--- config.mk ---
export PLATFORM = sky130hd
export DESIGN_NAME = mem_port_arbiter
export DESIGN_NICKNAME = d
export VERILOG_FILES = /design/src/rtl/mem_port_arbiter.sv
export SDC_FILE = /design/constraint.sdc
export NUM_CORES = 1
export LEC_CHECK = 0
export CAP_MARGIN = 20
export CORE_AREA = 2 2 279 281
export DETAILED_ROUTE_END_ITERATION = 10
export DIE_AREA = 0 0 281 283
export PLACE_DENSITY_LB_ADDON = 0.08
export SETUP_SLACK_MARGIN = 0.5
export SYNTH_ARGS = -nofsm -noshare
export SYNTH_HDL_FRONTEND = slang
export SYNTH_SLANG_ARGS = --single-unit
--- constraint.sdc ---
create_clock -name clk -period 2.6 [get_ports clk]
set_input_delay 0.26 -clock clk [delete_from_list [all_inputs] [get_ports clk]]
set_output_delay 0.26 -clock clk [all_outputs]
set_load 0.01 [all_outputs]
--- src/rtl/mem_port_arbiter.sv ---
`default_nettype none
// ============================================================================
//  Module      : mem_port_arbiter
//  Description : Shares one line-wide memory port between the I-cache and the
//                D-cache. It serves one request at a time, holds it on the
//                memory side until memory completes, then returns the result
//                as a one-cycle pulse to the owning cache.
//                Build option ARB_DPRIO_EN: data side wins every tie
//                (default: round-robin via last owner).
//  Revision    : 1.0 - initial release
// ============================================================================
module mem_port_arbiter #(
    parameter int ADDR_W = 20,
    parameter int LINE_W = 128
) (
    input  logic              clk,
    input  logic              reset,
    input  logic              flush,
    input  logic              i_req,
    input  logic [ADDR_W-1:0] i_addr,
    output logic [LINE_W-1:0] i_rdata,
    output logic              i_ready,
    input  logic              d_req,
    input  logic              d_we,
    input  logic [ADDR_W-1:0] d_addr,
    input  logic [LINE_W-1:0] d_wdata,
    output logic [LINE_W-1:0] d_rdata,
    output logic              d_ready,
    output logic              d_wack,
    output logic              mem_req,
    output logic              mem_we,
    output logic [ADDR_W-1:0] mem_addr,
    output logic [LINE_W-1:0] mem_wdata,
    input  logic [LINE_W-1:0] mem_rdata,
    input  logic              mem_ready,
    output logic              owner_d
);

    typedef enum logic [1:0] {
        S_IDLE = 2'd0,
        S_BUSY = 2'd1,
        S_DONE = 2'd2
    } state_t;

    state_t            r_state;
    state_t            w_next;

    logic              r_owner_d;   // owner of the current/last transaction
    logic              r_last_d;    // owner of the last completed transaction
    logic              r_we;
    logic              r_cancel;    // I-side delivery cancelled by flush
    logic              r_mask_i;    // I just served: ignore its req this cycle
    logic              r_mask_d;    // D just served: ignore its req this cycle
    logic [ADDR_W-1:0] r_addr;
    logic [LINE_W-1:0] r_wdata;
    logic [LINE_W-1:0] r_i_rdata;
    logic [LINE_W-1:0] r_d_rdata;

    logic              w_i_pend;
    logic              w_d_pend;
    logic              w_tie_d;
    logic              w_grant;
    logic              w_grant_d;

    assign w_i_pend = i_req & ~r_mask_i;
    assign w_d_pend = d_req & ~r_mask_d;

`ifdef ARB_DPRIO_EN
    assign w_tie_d = 1'b1;
`else
    assign w_tie_d = ~r_last_d;
`endif

    assign w_grant   = w_i_pend | w_d_pend;
    assign w_grant_d = (w_i_pend & w_d_pend) ? w_tie_d : w_d_pend;

    assign mem_we    = r_we;
    assign mem_addr  = r_addr;
    assign mem_wdata = r_wdata;
    assign owner_d   = r_owner_d;
    assign i_rdata   = r_i_rdata;
    assign d_rdata   = r_d_rdata;

    // State register; reset drops any in-flight transaction at once.
    always_ff @(posedge clk or negedge reset) begin
        if (!reset) begin
            r_state <= S_IDLE;
        end else begin
            r_state <= w_next;
        end
    end

    // Next-state logic, memory request and the completion pulses.
    always_comb begin
        w_next  = r_state;
        mem_req = 1'b0;
        i_ready = 1'b0;
        d_ready = 1'b0;
        d_wack  = 1'b0;
        case (r_state)
            S_IDLE: begin
                if (w_grant) begin
                    w_next = S_BUSY;
                end
            end
            S_BUSY: begin
                mem_req = 1'b1;
                if (mem_ready) begin
                    w_next = S_DONE;
                end
            end
            S_DONE: begin
                w_next = S_IDLE;
                if (r_owner_d) begin
                    d_ready = ~r_we;
                    d_wack  = r_we;
                end else begin
                    i_ready = ~(r_cancel | flush);
                end
            end
            default: begin
                w_next = S_IDLE;
            end
        endcase
    end

    // Request latching, return-data capture, owner history, mask and cancel.
    always_ff @(posedge clk or negedge reset) begin
        if (!reset) begin
            r_owner_d <= 1'b0;
            r_last_d  <= 1'b1;
            r_we      <= 1'b0;
            r_cancel  <= 1'b0;
            r_mask_i  <= 1'b0;
            r_mask_d  <= 1'b0;
            r_addr    <= '0;
            r_wdata   <= '0;
            r_i_rdata <= '0;
            r_d_rdata <= '0;
        end else begin
            // The mask lives for exactly the one IDLE cycle after DONE.
            r_mask_i <= 1'b0;
            r_mask_d <= 1'b0;
            case (r_state)
                S_IDLE: begin
                    if (w_grant) begin
                        r_owner_d <= w_grant_d;
                        r_addr    <= w_grant_d ? d_addr : i_addr;
                        r_we      <= w_grant_d & d_we;
                        r_wdata   <= w_grant_d ? d_wdata : '0;
                    end
                end
                S_BUSY: begin
                    if (flush && !r_owner_d) begin
                        r_cancel <= 1'b1;
                    end
                    if (mem_ready) begin
                        if (!r_owner_d) begin
                            r_i_rdata <= mem_rdata;
                        end else if (!r_we) begin
                            r_d_rdata <= mem_rdata;
                        end
                    end
                end
                S_DONE: begin
                    r_last_d <= r_owner_d;
                    r_mask_d <= r_owner_d;
                    r_mask_i <= ~r_owner_d;
                    r_cancel <= 1'b0;
                end
                default: begin
                    r_cancel <= 1'b0;
                end
            endcase
        end
    end

endmodule
`default_nettype wire
* After elaboration in Yosys (flattened, before gate mapping)
Cells that the tools add are included.
Storage, ports and cells: register bits after elaboration 412, input port bits 303, logic and storage cells 54
Operators by class: equality and inequality tests 5, multiplexer cells 17, bitwise gates (word level) 13, reductions and logical operators 8
Operator list (count):
- $mux 128 | 1
- $mux 20 | 1
- $mux 1 | 11
- $not 1->1 | 7
- $ne 2x2->1 const B | 3
- $reduce_and 2->1 | 3
- $and 1x1->1 | 4
- $mux 2 | 2
- $pmux 2 s2 | 1
- $reduce_and 4->1 | 1
- $reduce_and 3->1 | 1
- $eq 2x1->1 const B | 1
- $eq 2x2->1 const B | 1
- $logic_not 2->1 | 1
- $or 1x1->1 | 2
- $pmux 1 s2 | 1
- $logic_and 1x1->1 | 1
- $logic_not 1->1 | 1

* Longest topological paths before layout
Gate-level depths: netlist (run 1).
depth after elaboration 5, depth in mapped cells 7, mapped depth without buffers 5

* Least setup slack after synthesis (run 1)
No wires, ideal clock.
path kind register to register, from register r_state[1], to register r_d_rdata[100], in the netlist d_rdata[100], data arrival time 1477 ps, data required time 2475 ps, setup slack 998 ps, cell stages (with the launch flop) 8, cell sequence dfrtp_1 -> nand2b_4 -> inv_4 -> nand2_4 -> nor3_4 -> buf_12 -> buf_12 -> mux2_4
Between the ends: longest elaborated chain between the ends 2
RTL lines:
- start: declaration | line 45 | state_t r_state;
- start signal: assignment | line 89 | r_state <= w_next;
- $eq 2x1->1 | line 144 | case (r_state)
- $reduce_and 4->1 (no line)
- end signal: assignment | line 161 | r_d_rdata <= mem_rdata;
- end: declaration | line 57 | logic [LINE_W-1:0] r_d_rdata;
No other way between the ends. A chain may end at the register's enable or synchronous reset.

* Worst setup path in the final report (run 1)
from register r_state[0], to output port d_wack
Between the ends: longest elaborated chain between the ends 2
RTL lines:
- $eq 2x2->1 | line 100 | case (r_state)
- $mux 1 | line 100
- end: declaration | line 29 | output logic d_wack,
No other way between the ends.

==> impl_results.md, run 1 <==
* Outcome: finished clean
* Max-slew violations at 0
* Root Driver: clkbuf_16
* Post-synth EDFFs at 0
* Core ar. at approximately 77000 um2
* Crit path buf inv count at 2
* Starting Density at between 20% and 30%
* Clk slew on worst S/H paths at 60 ps
* Total die area at 79500 um2
* Setup crit start kind: register
* Largest cells by area after synthesis: dfrtp_1 65%, mux2_2 9.7%, mux2_4 9.5%
* Met2 Use GR at between 20% and 30%
* RSZ-0062 raised after global routing: no
* FF-to-FF End: d_rdata[61]
* Ys Warns at 0
* Async set-reset flop share out of synthesis at 100%
* Fin crit share at between 70% and 80%
* Minimum clock period at 1980 ps
* Clock skew at roughly 11 ps
* HP Start: i_addr[7]
* First-pass GRT wire length at 90000 um
* Critical Path RT at between 2000 and 2500 ps
* GR Layer Usage met1 at between 15 and 20%
* Post-route worst setup slack at roughly 600 ps
* Gate Count Post-Synth at between 900 and 1000
* Fillers at approximately 7500
* FP Rows at about 100
* TritonRoute pass-1 iters at 4
* PD cells at 1250 nW/um2
* Count of final setup violators at 0
* Worst-Skew Late Latency at a little under 600 ps
* Largest net degree at the start of global routing at between 90 and 100
* CTS max path bufs at 3
* Crit-path cells: nand2b_4 -> or2_4 -> inv_2 -> and2_1 -> buf_4
* Slew headroom at roughly half
* CP arrival at 1720 ps
* Grt total ovfl at 0
* Syn_area_per_cell at around 16 um2
* Vias per cell at about 4
* Via count at around 11000
* Drt wl/cell at approximately 22 um
* Hold WC Path Type: primary input to register
* GP Congestion at about 0.77
* WHS Path Cells at 3
* Layout net count at 2017
* Max cap viols at 0
* Cell family with most CP delay: simple AND/OR/NAND/NOR gates
* Sequential cell area at 10300 um2
* DR iter-0 viols at 411
* Hold Path End: mem_addr[7]
* Worst path max stage delay at between 400 and 500 ps
* Top-count cell post-synth: dfrtp_1
* Hold_ws at 215 ps
* R2r worst-path depth at 7
* Setup slack, reg-to-reg at 670 ps
* TNS Setup at 0 ps
* Crit end category: output port
* VDD IR-drop max at 529 uV
* Leakage at between 10 and 15 nW
* Overall Global Routing Usage at 15.3%
* Slowest-stage cell, CP: dfrtp_2
* Detail Route Antenna Nets at 0
* Top-area cell type share of the netlist area at between 60% and 70%
* Leading area contributor after synthesis: dfrtp_1
* Number of global-route vias before repair at approximately 12000
* Netlist cell types at 32
* Syn nets at 1273
* CTS tree: yes
* Clock Sinks at around 410
* Die height at 283 um
* Multi-input logic area at between 4000 and 5000 um2
* Initial antenna violation count at 21
* Pre-CTS setup slack at roughly 360 ps
* GR Util met3 at 7.04%
* Die width at between 200 and 300 um
* Worst-margin pin slew at between 700 and 800 ps
* R2R Path Start: r_state[1]
* I/O Buffers at just over 700
* Area growth syn-to-layout at 64.2%
* Final hold vios at 0
* Main flop type after synthesis: dfrtp_1
* DRT Wirelength at about 63000 um
* Share of layout cells above drive strength 1 at between 20% and 30%
* Seq/Total Area, Yosys at 65.1%
* Number of I/O pins at 713
* CP Max Fanout at 4
* GRT Max-Usage Layer: met2
* Post-DP HPWL at about 47000 um
* Peak Freq at ~500 MHz
* Most frequent cells after synthesis: 411 x dfrtp_1, 136 x mux2_2, 129 x a22o_1, 100 x mux2_4, 41 x a21oi_1
* Flops & latches, synth at 412
* H-tree depth at 2
* DRC at 0
* Mapped Area at around 16000 um2
* Number of CTS-inserted buffers at between 50 and 60
* Critical path type: register to output port
power by group:
part / internal, mW / switching [mW]
clock: 4.40 / 2.94
sequential: 9.31 / 1.60
combinational: 8.41 / 5.77
cell type report:
type	instances	area share [%]
clock inverters	19	0.683
diodes	6	0.0577
multi-input cells	490	19.0
repair buffers	754	29.6
clock buffers	78	5.96
inverters	4	0.0673
well taps	1040	5.00
flip-flops and latches	412	39.6
tightest hold or removal path: cells and delay by family:
kind / cells / cell delay, ps
AO/OA/AOI/OAI: 1 / 50
buffers and inverters: 1 / 390
AND/OR/NAND/NOR: 1 / 60
cell usage in the layout (no fill, tap or decap), types with 2 or more instances in the layout:
cell type / synthesis / layout
clkdlybuf4s50_1: 0 / 707
buf_12: 11 / 21
inv_6: 0 / 2
nor2_4: 0 / 2
clkbuf_16: 0 / 53
dlygate4sd2_1: 0 / 2
mux2_4: 100 / 100
nor2_1: 24 / 24
nand2b_4: 1 / 2
dfrtp_1: 411 / 409
clkinv_2: 0 / 14
bufinv_16: 0 / 3
a21o_1: 2 / 2
a22o_1: 129 / 129
dfrtp_2: 0 / 2
clkbuf_8: 0 / 13
clkbuf_1: 11 / 12
mux2_2: 136 / 136
buf_4: 13 / 20
diode_2: 0 / 6
inv_1: 3 / 2
nand2_1: 22 / 22
a21oi_1: 41 / 40
mux2_1: 20 / 20
logic make-up (layout without fill, tap and decap cells):
group                  Yosys count  count (layout)  share of synthesized area (%)
DFF                            412             412                           65.1
muxes                          256             256                           20.6
and+or+nand+nor                 58              58                           1.71
buffers and inverters           68             855                           3.92
other                            0               6                              0
AOI/OAI and AO/OA              176             176                           8.74
registers in the layout, indices dropped and copies added (netlist names):
signal	cells
d_rdata	128
i_rdata	128
mem_wdata	128
mem_addr	20
r_state	2
mem_we	1
owner_d	1
r_cancel	1
r_last_d	1
r_mask_d	1
r_mask_i	1
worst max-delay path by stage:
stage,startpoint,to,slack [ps],cells past startpoint
2_1_floorplan,r_state[1],d_rdata[100],1000,7
3_3_place_gp,i_req,mem_addr[11],400,6
4_1_cts,r_state[0],d_wack,410,5
5_1_grt,r_state[0],i_ready,510,3
6_report,r_state[0],d_wack,620,5
3_5_place_dp,i_req,r_state[0],360,5
metal layers:
metal / routed length, um / up-vias
met2: 30400 / 481
met1: 23800 / 5640
met3: 6690 / 115
met4: 1620 / 32
met5: 199 / -
li1: - / 4992
timing repair:
| item | in CTS | in global routing |
|---|---|---|
| endpoints found under the setup margin | 4 | 5 |
| setup buffers | 0 | 1 |
| hold endpoints to repair | 53 | 0 |
| resized for setup | 13 | 4 |
| hold buffers | 1 | 0 |
stage by stage:
step / utilization [%] / cell area (um2) / power [mW] / instances
4_1_cts: 33.9 / 26000 / 33.1 / 2796
5_1_grt: 33.9 / 26000 / 34.2 / 2799
2_1_floorplan: - / 15800 / 17.0 / 970
3_3_place_gp: 31.6 / 24300 / 25.4 / 2698
6_report: 33.9 / 26000 / 32.4 / 2803
3_5_place_dp: 31.6 / 24300 / 25.4 / 2698
(Power assumes the default switching activity.)
==> inputs of run 2 (changes only) <==
Settings changed: CORE_AREA 2 2 279 281 to 2 2 280 282, DIE_AREA 0 0 281 283 to 0 0 282 284.
Clock period 2.6 ns to 1.9 ns, I/O delays scaled along.
==> impl_results.md, run 2 (same netlist as run 1, synthesis figures left out) <==
* Peak Freq at between 500 and 600 MHz
* Slowest-stage cell, CP: dfrtp_2
* Number of global-route vias before repair at 12302 (+1.2%)
* Top cell by count, worst path: clkbuf_16
* DRT Wirelength at 67100 um (+7.0%)
* Fin crit share at between 90 and 100%
* Grt total ovfl at 0 (unchanged)
* Outcome: finished clean
* Core ar. at 77000 um2 (+0.33%)
* Hold WC Path Type: primary input to asynchronous set/reset pin
* Crit path buf inv count at 4 (+2)
* Number of CTS-inserted buffers at 51 (-1.9%)
* Total internal power at 31.4 mW (+42%)
* Vias per cell at 4.05 (+0.80%)
* Final hold vios at 0 (unchanged)
* Setup slack, reg-to-reg at 20 ps (-650 ps)
* Worst-margin pin slew at 420 ps (-312 ps)
* TritonRoute pass-1 iters at 4 (unchanged)
* Logic pwr share at 46.1% (+2.4 points)
* Area growth syn-to-layout at 71.8%
* Minimum clock period at 1880 ps
* Leakage at 12.8 nW (+16%)
* Critical Path RT at 2360 ps (+20 ps)
* Switching power at 15.0 mW (+46%)
* CTS max path bufs at 3 (unchanged)
* GP Congestion at 0.760 (-1.8%)
* Largest net degree at the start of global routing at 75 (-19%)
* Fillers at 7589 (+1.0%)
* CP arrival at 2340 ps (+620 ps)
* Sw frac at 32.4% (+0.60 points)
* Pre-CTS setup slack at -26.2 ps (-389 ps)
* Die height at 284 um (+0.35%)
* Post-route worst setup slack at 18.3 ps (-597 ps)
* Post-DP HPWL at 45100 um (-3.5%)
* Overall Global Routing Usage at 14.8% (-0.52 points)
* FP Rows at 102 (unchanged)
* Commonest non-fill, non-tap cell in the layout: clkdlybuf4s50_1
* First-pass GRT wire length at 87800 um (-2.4%)
* Fin area at 27200 um2 (+4.7%)
* R2r worst-path depth at 8 (+1)
* Detail Route Antenna Nets at 0 (unchanged)
* DRC at 0 (unchanged)
* H-tree depth at 2 (unchanged)
* Total power at 46.4 mW (+43%)
* Max cap viols at 0 (unchanged)
* Via count at 11646 (+3.4%)
* Root Driver: clkbuf_16
* Die width at 282 um (+0.36%)
* Setup crit start kind: register
* Clk slew on worst S/H paths at 70 ps (about the same)
* CTS tree: yes
* Slew headroom at 72.0% (+21 points)
* Clk pwr share at 21.6% (-1.0 points)
* VDD IR-drop max at 693 uV (+31%)
* Count of final setup violators at 0 (unchanged)
* Most frequent cells in the layout: 462 x clkdlybuf4s50_1, 409 x dfrtp_1, 227 x mux2_4
* RSZ-0062 raised after global routing: yes
* I/O Buffers at 712 (unchanged)
* Total die area at 80100 um2 (+0.71%)
* Critical path type: register to register
* R2R Path Start: r_state[1]
* Number of I/O pins at 713 (unchanged)
* Starting Density at 20.6% (-0.069 points)
* Crit-path cells: nand2b_4 -> inv_4 -> nand2_4 -> nor3_4 -> buf_6 -> clkbuf_16 -> clkbuf_16 -> mux2_4
* Worst path max stage delay at 420 ps (about the same)
* Placed cells at 2706 (+0.30%)
* Cell Count, Final, Fillers Out at 2876 (+2.6%)
* PD cells at 1700 nW/um2 (+37%)
* Cell family with most CP delay: buffers and inverters
* Initial antenna violation count at 23 (+9.5%)
* Sequential power share at 32.3% (-1.3 points)
* CP Max Fanout at 6 (+2)
* Clock skew at 14.5 ps (+3.59 ps)
* DR iter-0 viols at 433 (+5.4%)
* Clock Sinks at 412 (unchanged)
* Layout net count at 2092 (+3.7%)
* Crit end category: register
* Worst-Skew Late Latency at 600 ps (+20 ps)
* Share of layout cells above drive strength 1 at 36.5% (+15 points)
* Drt wl/cell at 23.3 um (+4.3%)
* FF-to-FF End: d_rdata[21]
* Max-slew violations at 0 (unchanged)
* Cell Area, Placed at 24400 um2 (+0.56%)
[run 2: changes by cell type in the layout (fill, tap and decap cells not counted), moves of 7 or more]
cell             before  now
clkdlybuf4s50_1     707  462
mux2_4              100  227
mux2_2              136   20
buf_2                 1  101
clkbuf_2              0   90
dlymetal6s2s_1        0   48
clkbuf_16            53   82
buf_4                20   38
buf_16                0   16
buf_6                 1   12
mux2_1               20    9
clkinv_2             14    7
[run 2: cell type report]
| class | count | area, um2 | share of cell area, % |
|---|---|---|---|
| Clock buffer | 80 | 1580 | 5.78 |
| Sequential cell | 412 | 10300 | 37.9 |
| Clock inverter | 13 | 151 | 0.556 |
| Tap cell | 1040 | 1300 | 4.78 |
| Timing Repair Buffer | 830 | 8410 | 30.9 |
| Inverter | 4 | 17.5 | 0.0643 |
| Multi-Input combinational cell | 490 | 5440 | 20.0 |
| Antenna cell | 7 | 17.5 | 0.0643 |
[run 2: power by group through the flow]
stage                     combinational (mW)  sequential [mW]  clock (mW)
after floorplan                         6.74             16.6           0
after global placement                  20.1             15.1           0
after detailed placement                20.2             15.0           0
after CTS                               19.6             15.0        10.4
after global routing                    22.8             15.5        10.8
final                                   21.4             15.0        10.0
[run 2: worst max path at each step]
stage	from	end	slack, ps	depth (start not counted)
after floorplan	r_state[1]	d_rdata[100]	300	7
after global placement	mem_ready	d_rdata[1]	-20	6
after detailed placement	mem_ready	d_rdata[1]	-30	6
after CTS	r_state[0]	d_wack	10	5
after global routing	r_state[1]	d_rdata[62]	-60	8
final	r_state[1]	d_rdata[21]	20	8
[run 2: through the flow]
stage          utilization, %  hold slack [ps]  setup TNS [ps]
2_1_floorplan               -             -106               0
5_1_grt                  35.4             83.9           -2460
6_report                 35.4             92.3               0
3_5_place_dp             31.7              102            -135
3_3_place_gp             31.7              108           -66.7
4_1_cts                  33.6             64.1               0
[run 2: repair_timing]
item | in CTS | in global routing
cloned | 2 | 36
setup endpoints to repair | 817 | 723
gates resized for setup | 497 | 386
pin swaps | 1 | 27
hold buffers | 1 | 0
endpoints found under the hold margin | 411 | 0
buffers inserted | 7 | 24
[run 2: layer usage]
metal	vias up	global-route usage (%)	wire (um)
li1	5178	-	-
met1	5805	16.3	25000
met2	504	24.8	32900
met3	129	6.94	6990
met4	30	5.24	1930
met5	-	0	197
